File: config.mk
export PLATFORM = sky130hd
export DESIGN_NAME = uart_rx_deframe_fifo
export DESIGN_NICKNAME = d
export VERILOG_FILES = /design/src/rtl/uart_rx_deframe_fifo_pkg.sv /design/src/rtl/uart_rx_deframe_fifo_sync_fifo.sv /design/src/rtl/uart_rx_deframe_fifo.sv
export SDC_FILE = /design/constraint.sdc
export NUM_CORES = 1
export LEC_CHECK = 0
export BUFFER_PORTS_ARGS = -buffer_cell sky130_fd_sc_hd__buf_4
export CAP_MARGIN = 15
export CORE_ASPECT_RATIO = 1.25
export CORE_MARGIN = 2
export CORE_UTILIZATION = 25
export CTS_BUF_LIST = sky130_fd_sc_hd__clkbuf_8
export CTS_CLUSTER_SIZE = 24
export DETAILED_ROUTE_END_ITERATION = 8
export RECOVER_POWER = 100
export SYNTH_ARGS = -nofsm -noshare
export SYNTH_HDL_FRONTEND = slang
export SYNTH_SLANG_ARGS = --single-unit
export TNS_END_PERCENT = 50
File: constraint.sdc
create_clock -name clk -period 5.66 [get_ports clk]
set_clock_uncertainty 0.15 [all_clocks]
set_input_delay 0.566 -clock clk [delete_from_list [all_inputs] [get_ports clk]]
set_output_delay 0.566 -clock clk [all_outputs]
set_load 0.01 [all_outputs]
File: src/rtl/uart_rx_deframe_fifo_pkg.sv
// ---------------------------------------------------------------------------
// uart_pkg
// Shared definitions for the UART receive deframer slice:
//   PARITY_NONE / PARITY_EVEN / PARITY_ODD  - parity mode encodings
//   frame_width()                           - total serial frame width
//   uart_err_t                              - per-word error flag record
// The full word record {data, err} depends on DATA_BITS, so it is declared
// in each user module as {logic [DATA_BITS-1:0] data; uart_err_t err;}.
// ---------------------------------------------------------------------------
package uart_pkg;

  localparam int PARITY_NONE = 0;
  localparam int PARITY_EVEN = 1;
  localparam int PARITY_ODD  = 2;

  // start + data + optional parity + stop bits
  function automatic int frame_width(input int data_bits,
                                     input int parity_mode,
                                     input int stop_bits);
    return 1 + data_bits + ((parity_mode != PARITY_NONE) ? 1 : 0) + stop_bits;
  endfunction

  typedef struct packed {
    logic parity_err;
    logic framing_err;
  } uart_err_t;

endpackage

File: src/rtl/uart_rx_deframe_fifo_sync_fifo.sv
// ---------------------------------------------------------------------------
// uart_sync_fifo
// Show-ahead synchronous FIFO: rd_data always presents the head entry.
// Ports:
//   clk, reset_n      - clock, synchronous active-low reset (empties FIFO)
//   push, wr_data     - write request; honoured when not full, or when full
//                       and a pop happens in the same cycle
//   pop               - remove head; ignored when empty
//   rd_data           - head entry (undefined contents when empty)
//   full, empty       - occupancy flags
//   level             - number of occupied entries (0..DEPTH)
// DEPTH must be a power of two so the pointers wrap naturally.
// ---------------------------------------------------------------------------
module uart_sync_fifo #(
  parameter int WIDTH = 10,
  parameter int DEPTH = 4
) (
  input  logic                     clk,
  input  logic                     reset_n,
  input  logic                     push,
  input  logic [WIDTH-1:0]         wr_data,
  input  logic                     pop,
  output logic [WIDTH-1:0]         rd_data,
  output logic                     full,
  output logic                     empty,
  output logic [$clog2(DEPTH):0]   level
);

  localparam int AW = $clog2(DEPTH);

  logic [WIDTH-1:0] mem [DEPTH];
  logic [AW-1:0]    wr_ptr;
  logic [AW-1:0]    rd_ptr;
  logic [AW:0]      count;
  logic             do_push;
  logic             do_pop;

  assign empty   = (count == '0);
  assign full    = (count == (AW+1)'(DEPTH));
  assign level   = count;
  assign rd_data = mem[rd_ptr];

  // A full FIFO still accepts a write when the head leaves in the same
  // cycle: the freed slot is the one the write pointer is aiming at.
  assign do_pop  = pop & ~empty;
  assign do_push = push & (~full | do_pop);

  always_ff @(posedge clk) begin
    if (!reset_n) begin
      wr_ptr <= '0;
      rd_ptr <= '0;
      count  <= '0;
    end else begin
      if (do_push) wr_ptr <= wr_ptr + AW'(1);
      if (do_pop)  rd_ptr <= rd_ptr + AW'(1);
      if (do_push && !do_pop)
        count <= count + (AW+1)'(1);
      else if (do_pop && !do_push)
        count <= count - (AW+1)'(1);
    end
  end

  // Storage carries no reset; emptiness is tracked by count alone.
  always_ff @(posedge clk) begin
    if (reset_n && do_push) mem[wr_ptr] <= wr_data;
  end

endmodule

File: src/rtl/uart_rx_deframe_fifo.sv
// ---------------------------------------------------------------------------
// uart_rx_deframe_fifo
// Splits a captured UART frame into start/data/parity/stop, checks parity
// and framing, queues {data, flags} in a show-ahead FIFO, and keeps sticky
// overrun status plus saturating error counters.
// Ports:
//   clk, reset_n                - clock, synchronous active-low reset
//   frame_valid, frame_in       - single-cycle strobe with complete frame
//                                 (bit0 = start, LSB first)
//   out_valid, out_ready        - head-word handshake towards the host
//   out_data                    - head data (all ones when empty)
//   out_parity_err/framing_err  - head word flags (0 when empty)
//   fifo_level                  - occupied entries
//   overrun                     - sticky: a frame was dropped (FIFO full)
//   par_err_cnt/frm_err_cnt     - saturating counts of accepted bad frames
//   ovr_cnt                     - saturating count of dropped frames
//   err_clr                     - clears overrun and counters, wins over
//                                 same-cycle events
// ---------------------------------------------------------------------------
module uart_rx_deframe_fifo
  import uart_pkg::*;
#(
  parameter int DATA_BITS   = 8,
  parameter int PARITY_MODE = PARITY_EVEN,
  parameter int STOP_BITS   = 1,
  parameter int FIFO_DEPTH  = 4,
  parameter int CNT_W       = 8
) (
  input  logic                                                  clk,
  input  logic                                                  reset_n,
  input  logic                                                  frame_valid,
  input  logic [frame_width(DATA_BITS, PARITY_MODE, STOP_BITS)-1:0] frame_in,
  output logic                                                  out_valid,
  input  logic                                                  out_ready,
  output logic [DATA_BITS-1:0]                                  out_data,
  output logic                                                  out_parity_err,
  output logic                                                  out_framing_err,
  output logic [$clog2(FIFO_DEPTH):0]                           fifo_level,
  output logic                                                  overrun,
  output logic [CNT_W-1:0]                                      par_err_cnt,
  output logic [CNT_W-1:0]                                      frm_err_cnt,
  output logic [CNT_W-1:0]                                      ovr_cnt,
  input  logic                                                  err_clr
);

  localparam int FRAME_W = frame_width(DATA_BITS, PARITY_MODE, STOP_BITS);
  // Without parity this index lands on the first stop bit; the value is
  // then ignored by the parity check.
  localparam int PAR_IDX = DATA_BITS + 1;

  typedef struct packed {
    logic [DATA_BITS-1:0] data;
    uart_err_t            err;
  } word_t;

  logic                 start_bit;
  logic [DATA_BITS-1:0] data_bits;
  logic                 parity_bit;
  logic [STOP_BITS-1:0] stop_bits;
  word_t                push_word;
  word_t                head_word;
  logic                 fifo_full;
  logic                 fifo_empty;
  logic                 pop_fire;
  logic                 drop;
  logic                 accept;

  assign start_bit  = frame_in[0];
  assign data_bits  = frame_in[DATA_BITS:1];
  assign parity_bit = frame_in[PAR_IDX];
  assign stop_bits  = frame_in[FRAME_W-1 -: STOP_BITS];

  always_comb begin
    push_word.data            = data_bits;
    push_word.err.framing_err = start_bit | ~(&stop_bits);
    push_word.err.parity_err  = 1'b0;
    if (PARITY_MODE == PARITY_EVEN)
      push_word.err.parity_err = ^{data_bits, parity_bit};
    else if (PARITY_MODE == PARITY_ODD)
      push_word.err.parity_err = ~(^{data_bits, parity_bit});
  end

  uart_sync_fifo #(
    .WIDTH ($bits(word_t)),
    .DEPTH (FIFO_DEPTH)
  ) u_fifo (
    .clk     (clk),
    .reset_n (reset_n),
    .push    (frame_valid),
    .wr_data (push_word),
    .pop     (out_ready),
    .rd_data (head_word),
    .full    (fifo_full),
    .empty   (fifo_empty),
    .level   (fifo_level)
  );

  // Mirrors the FIFO's own accept rule: full only drops when nothing leaves.
  assign out_valid = ~fifo_empty;
  assign pop_fire  = out_valid & out_ready;
  assign drop      = frame_valid & fifo_full & ~pop_fire;
  assign accept    = frame_valid & ~drop;

  always_comb begin
    out_data        = '1;
    out_parity_err  = 1'b0;
    out_framing_err = 1'b0;
    if (!fifo_empty) begin
      out_data        = head_word.data;
      out_parity_err  = head_word.err.parity_err;
      out_framing_err = head_word.err.framing_err;
    end
  end

  function automatic logic [CNT_W-1:0] sat_inc(input logic [CNT_W-1:0] v);
    return (&v) ? v : v + CNT_W'(1);
  endfunction

  // err_clr shares the reset branch so it overrides any same-cycle event.
  always_ff @(posedge clk) begin
    if (!reset_n || err_clr) begin
      overrun     <= 1'b0;
      par_err_cnt <= '0;
      frm_err_cnt <= '0;
      ovr_cnt     <= '0;
    end else begin
      if (accept && push_word.err.parity_err)  par_err_cnt <= sat_inc(par_err_cnt);
      if (accept && push_word.err.framing_err) frm_err_cnt <= sat_inc(frm_err_cnt);
      if (drop) begin
        overrun <= 1'b1;
        ovr_cnt <= sat_inc(ovr_cnt);
      end
    end
  end

endmodule

==> flow_summary.yaml, run 1 <==
global_route:
  antenna_found_initial: 0
  grt_first_pass_wirelength_um: 11500
  grt_pass1_vias: 2147
  grt_start_max_net_pins: 25
  grt_usage: 0.107
  grt_overflow: 0
routing:
  first_pass_iters: 4
  wirelength_um: 7000
  routedWlPerCell_um: 14.4
  vias_per_cell: 4.47
  initialDrtViolationCount: 166
  drt_drc_violations_left: 0
  via_count: 2177
  postRouteAntennaNets: 0
setup_path:
  crit_arrival_ps: 3240
  slowest_stage: "nor3_1"
  crit_top_cell: "inv_1"
  cp_cell_sequence: "nor3_1 > inv_1 > nand2_1 > ha_1 > inv_1 > fa_1 > xor2_1 > or3_1 > a21boi_0"
  cp-startpoint: "u_fifo.level[0]$_SDFFE_PN0P_"
  r2r-start: "u_fifo.level[0]$_SDFFE_PN0P_"
  required_ps: 5800
  endpoint_kind: "flop"
  max_stage_delay_ps: 790
  worstPathMaxFanout: 9
  crit_family: "simple AND/OR/NAND/NOR gates"
  critPathKind: "flop to flop"
  path_buf_inv: 2
  cp-start-kind: "flop"
power_and_ir_drop:
  leakage_nw: 1.22
  p_int_mw: 0.987
  irDropWorstVdd_v: 0.000133
  seqPwrFrac: 0.457
  switching_share: 0.317
  cellPowerDensity_nw_per_um2: 376
  clock_power_share: 0.301
  switching_power_mw: 0.458
  combPwrFrac: 0.242
yosys:
  async_reset_ff_frac: 0
  synth_edf_count: 40
  synth_top_family_by_area: "simple AND/OR/NAND/NOR gates"
  synth_mux_area_frac: 0.0804
  ys_top_cells_by_count: "edfxtp_1 (40), dfxtp_1 (34), nor2_1 (20), xnor2_1 (20), nand3_1 (14)"
  synth_top_area_frac: 0.371
  ys_warn_count: 0
  synthSimpleGateAreaFrac: 0.155
  netlist_area_um2: 3240
  yosysUniqueCellTypes: 39
  synth_fa_ha_area_frac: 0.0371
  synth_top_cell_by_area: "edfxtp_1"
  synth_area_per_cell_um2: 12.6
  netlist_top_cells_area: "edfxtp_1 (37%), dfxtp_1 (21%), mux4_2 (7.0%)"
  yosysMostFrequentCell: "edfxtp_1"
  synthXorXnorAreaFrac: 0.0765
  yosysSeqAreaShare: 0.581
  synth_fp_nets: 281
  ys.flop_type: "edfxtp_1"
  ys_seq_elements: 74
  syn_inst: 256
  synth_compound_area_frac: 0.0479
finish:
  instances_no_fill: 487
  final_cell_area_um2: 3850
  drive_gt1_frac: 0.135
  insertedDiodeCount: 0
  fin_util: 0.304
  area_growth_pct: 18.9
  layout.nets: 339
die:
  fp.dieArea_um2: 13900
  fp.dieH_um: 131
  start_util: 0.256
  core_area_um2: 12700
  io_pins: 55
  num_rows: 46
  die_w_um: 106
cts:
  cts-root-buf: "clkbuf_8"
  cts.sinks: 74
  clk_pin_slew_worst_paths_ps: 90
  clock_latency_ps: 360
  cts_tree: "done"
  post_cts_buffers: 0
  ctsResizeCount: 0
  htreeDepth: 3
  cts_buffers: 9
  cts_buffer_depth: 2
  cts_hold_buffers: 0
placed_design:
  placed_cells_incl_taps: 471
  dp_slack_ps: 2570
  gp_congestion: 0.707
  dpl.hpwl_um: 4970
  placedInstanceArea_um2: 3820
  portBuffers: 54
sta:
  slew_headroom: 0.339
  drv_slew: 0
  setup_viol: 0
  report.final.hold_viol_count: 0
  fmax_mhz: 322
  layout_setup_ws_ps: 2550
  period_share: 0.549
  totalNegativeSetupSlack_ps: 0
  tightest_slew_ps: 977
  rsz0062_at_grt: "no"
  fin_crit_ps: 3110
outcome:
  status: "finished, final reports clean"
min_path:
  worstHoldPathType: "flop to flop"
  min_from: "overrun$_SDFFE_PP0P_"
job:
  drv_cap: 0
[layout make-up]
class	count	area [µm²]
clock buffer	9	124
clock inverter	7	83.8
sequential	74	1880
inverter	10	37.5
multi-input combinational	165	1270
fill	1324	8810
tap	168	210
timing repair buffer	54	236
[kinds of logic after synthesis]
| logic type | count (synthesis) |
|---|---|
| adders and majority gates | 9 |
| AOI/OAI and AO/OA | 26 |
| muxes | 13 |
| buffers and inverters | 17 |
| and+or+nand+nor | 92 |
| xor gates and xnor gates | 25 |
| DFF | 74 |
[worst min-delay path, stage by stage (launching register included)]
cell     delay (ps)
dfxtp_1         340
a21oi_1          40
nor2_1           70
[layer usage]
metal	vias to the layer above	part of all wire	global-route usage
met4	0	0.015	0.0387
met2	65	0.49	0.174
met1	1047	0.43	0.133
met3	10	0.063	0.0352
met5	-	0	0
li1	1055	-	-
[power by group through the flow]
stage	registers (mW)	clock network (mW)	logic, mW
after floorplan	0.647	0	0.262
after global placement	0.671	0	0.397
after detailed placement	0.676	0	0.400
after CTS	0.665	0.448	0.402
after global routing	0.670	0.472	0.387
final	0.661	0.435	0.349
[cells in the final DEF, fill, tap and decap left out, types with 10 or more instances in the layout]
cell type / netlist / routed
clkbuf_1: 5 / 45
edfxtp_1: 40 / 40
dfxtp_1: 34 / 34
nor2_1: 20 / 20
xnor2_1: 20 / 20
nand3_1: 14 / 14
inv_1: 10 / 10
mux4_2: 10 / 10
a21oi_1: 10 / 10
[path summary, 6_finish.rpt]
| kind | to | slack [ps] | cells after the start |
|---|---|---|---|
| setup / recovery | u_fifo.level[2]$_SDFFE_PN0P_ | 2550 | 9 |
| hold reg to reg | overrun$_SDFFE_PP0P_ | 340 | 2 |
| setup reg to reg | u_fifo.level[2]$_SDFFE_PN0P_ | 2550 | 9 |
| hold / removal | overrun$_SDFFE_PP0P_ | 340 | 2 |
[metrics by stage]
stage,hold slack [ps],power [mW]
after floorplan,352,0.909
after global routing,349,1.53
after CTS,252,1.51
after global placement,306,1.07
final,335,1.45
after detailed placement,326,1.08
[sequential cells by signal, indices dropped and copies added (netlist names), named ones only]
signal / count
overrun: 1
u_fifo.mem: 40
par_err_cnt: 8
ovr_cnt: 8
u_fifo.wr_ptr: 2
u_fifo.rd_ptr: 2
frm_err_cnt: 8
u_fifo.level: 3
Power figures use the tool's default switching activity.
==> inputs of run 2 (changes only) <==
==> constraint.sdc (replaced) <==
create_clock -name clk -period 3.25 [get_ports clk]
set_clock_uncertainty 0.15 [all_clocks]
set_input_delay 0.325 -clock clk [delete_from_list [all_inputs] [get_ports clk]]
set_output_delay 0.325 -clock clk [all_outputs]
set_load 0.01 [all_outputs]
==> run 2 against run 1 <==
  * Non-clock buffer count rose by 1
  * First-iteration DRC count down 11%
  * Highest routed layer unchanged
  * Setup slack got worse by 2000 ps
  * Critical endpoint unchanged
  * Count of clock-buffer cells in the layout rose by 1
  * Largest cell class unchanged
  * Register-to-register slack got worse by 2000 ps
  * Clock power grew 71%
  * Largest power group unchanged
  * Via count is 0.46% lower
==> flow_summary.yaml, run 2 (synthesis results as in run 1) <==
outcome:
  status: "finished, final reports clean"
sta:
  tightest_slew_ps: 922
  report.final.hold_viol_count: 0
  holdWs_ps: 99.3
  drv_slew: 0
  fmax_mhz: 366
  layout_setup_ws_ps: 519
  totalNegativeSetupSlack_ps: 0
  rsz0062_at_grt: "no"
  slew_headroom: 0.385
  setup_viol: 0
  period_share: 0.840
  fin_crit_ps: 2730
placed_design:
  placedInstanceArea_um2: 3830
  gp_congestion: 0.731
  placed_cells_incl_taps: 472
  dp_slack_ps: 740
  portBuffers: 54
  dpl.hpwl_um: 4850
die:
  core_area_um2: 12700
  fp.dieArea_um2: 13900
  start_util: 0.256
  io_pins: 55
  die_w_um: 106
  num_rows: 46
  fp.dieH_um: 131
global_route:
  use_met2: 0.171
  grt_usage: 0.106
  grt_first_pass_wirelength_um: 11300
  grt_pass1_vias: 2173
  grt_overflow: 0
  antenna_found_initial: 0
  grtUsageMet3: 0.0466
  met1_usage: 0.124
  grt_start_max_net_pins: 25
  grt_busiest_layer: "met2"
finish:
  layout_commonest_cell: "clkbuf_1"
  n_fill_cell: 1344
  regMostFlops: "u_fifo.mem"
  drive_gt1_frac: 0.138
  instances_no_fill: 488
  insertedDiodeCount: 0
  layout.nets: 340
  area_growth_pct: 19.2
  final_cell_area_um2: 3860
  fin_util: 0.305
  largest_reg_flops: 40
  ff_latch_area_um2: 1880
  multi_input_area_um2: 1280
  final_cell_mix: "clkbuf_1 (46), edfxtp_1 (40), dfxtp_1 (34), nor2_1 (20), xnor2_1 (20)"
cts:
  cts_buffers: 9
  ctsResizeCount: 0
  cts_tree: "done"
  post_cts_buffers: 0
  htreeDepth: 3
  cts-root-buf: "clkbuf_8"
  cts_buffer_depth: 2
  clock_latency_ps: 350
  cts.sinks: 74
  clk_pin_slew_worst_paths_ps: 80
  cts_hold_buffers: 0
power_and_ir_drop:
  fin_total_pwr_mw: 2.50
  irDropWorstVdd_v: 0.000229
  leakage_nw: 1.22
  cellPowerDensity_nw_per_um2: 648
setup_path:
  endpoint_kind: "flop"
  required_ps: 3380
  max_stage_delay_ps: 390
  crit_arrival_ps: 2860
  critPathKind: "flop to flop"
  cp-start-kind: "flop"
  r2r-start: "u_fifo.level[0]$_SDFFE_PN0P_"
  cp-startpoint: "u_fifo.level[0]$_SDFFE_PN0P_"
  crit_top_cell: "inv_1"
  cp_cell_sequence: "nor3_1 > clkbuf_1 > inv_1 > nand2_1 > ha_1 > inv_1 > fa_1 > xor2_1 > or3_1 > a21boi_0"
  rr_worst_depth: 10
  slowest_stage: "dfxtp_1"
  worstPathMaxFanout: 9
min_path:
  holdPathStages: 3
  worstHoldPathType: "input port to flop"
  min_from: "frame_valid"
routing:
  postRouteAntennaNets: 0
  drt_drc_violations_left: 0
  vias_per_cell: 4.44
  first_pass_iters: 4
  routedWlPerCell_um: 14.0
  wirelength_um: 6820
  initialDrtViolationCount: 148
  via_count: 2167
job:
  drv_cap: 0
## run 2: cell types whose count changed in the layout (fill, tap and decap cells not counted), sizes merged
cell      change
clkbuf        +2
clkinvlp      +1
inv           -2
## run 2: final cells by class
type / count / share of cell area
clock buffer: 10 / 0.0357
sequential: 74 / 0.488
clock inverter: 6 / 0.0185
timing repair buffer: 55 / 0.0623
multi-input combinational: 165 / 0.332
tap: 168 / 0.0545
inverter: 10 / 0.00973
## run 2: final timing paths
kind,to,slack [ps]
setup / recovery,u_fifo.level[2]$_SDFFE_PN0P_,520
setup reg to reg,u_fifo.level[2]$_SDFFE_PN0P_,520
hold reg to reg,overrun$_SDFFE_PP0P_,330
hold / removal,overrun$_SDFFE_PP0P_,100
## run 2: layer usage
metal | part of all wire | vias up
li1 | - | 1058
met1 | 0.43 | 1032
met2 | 0.48 | 62
met3 | 0.067 | 15
met4 | 0.021 | 0
met5 | 0 | -
## run 2: worst max-delay path, delay by kind of cell (launching register included)
kind                     cells  cell delay [ps]
AO/OA/AOI/OAI                1              160
AND/OR/NAND/NOR              3              670
XOR/XNOR                     1              160
adder cells (fa/ha/maj)      2              560
buffers and inverters        3              570
flip-flops                   1              390
## run 2: power by group
part           switching, mW  internal [mW]
logic                  0.311          0.298
registers             0.0896           1.06
clock network          0.364          0.382
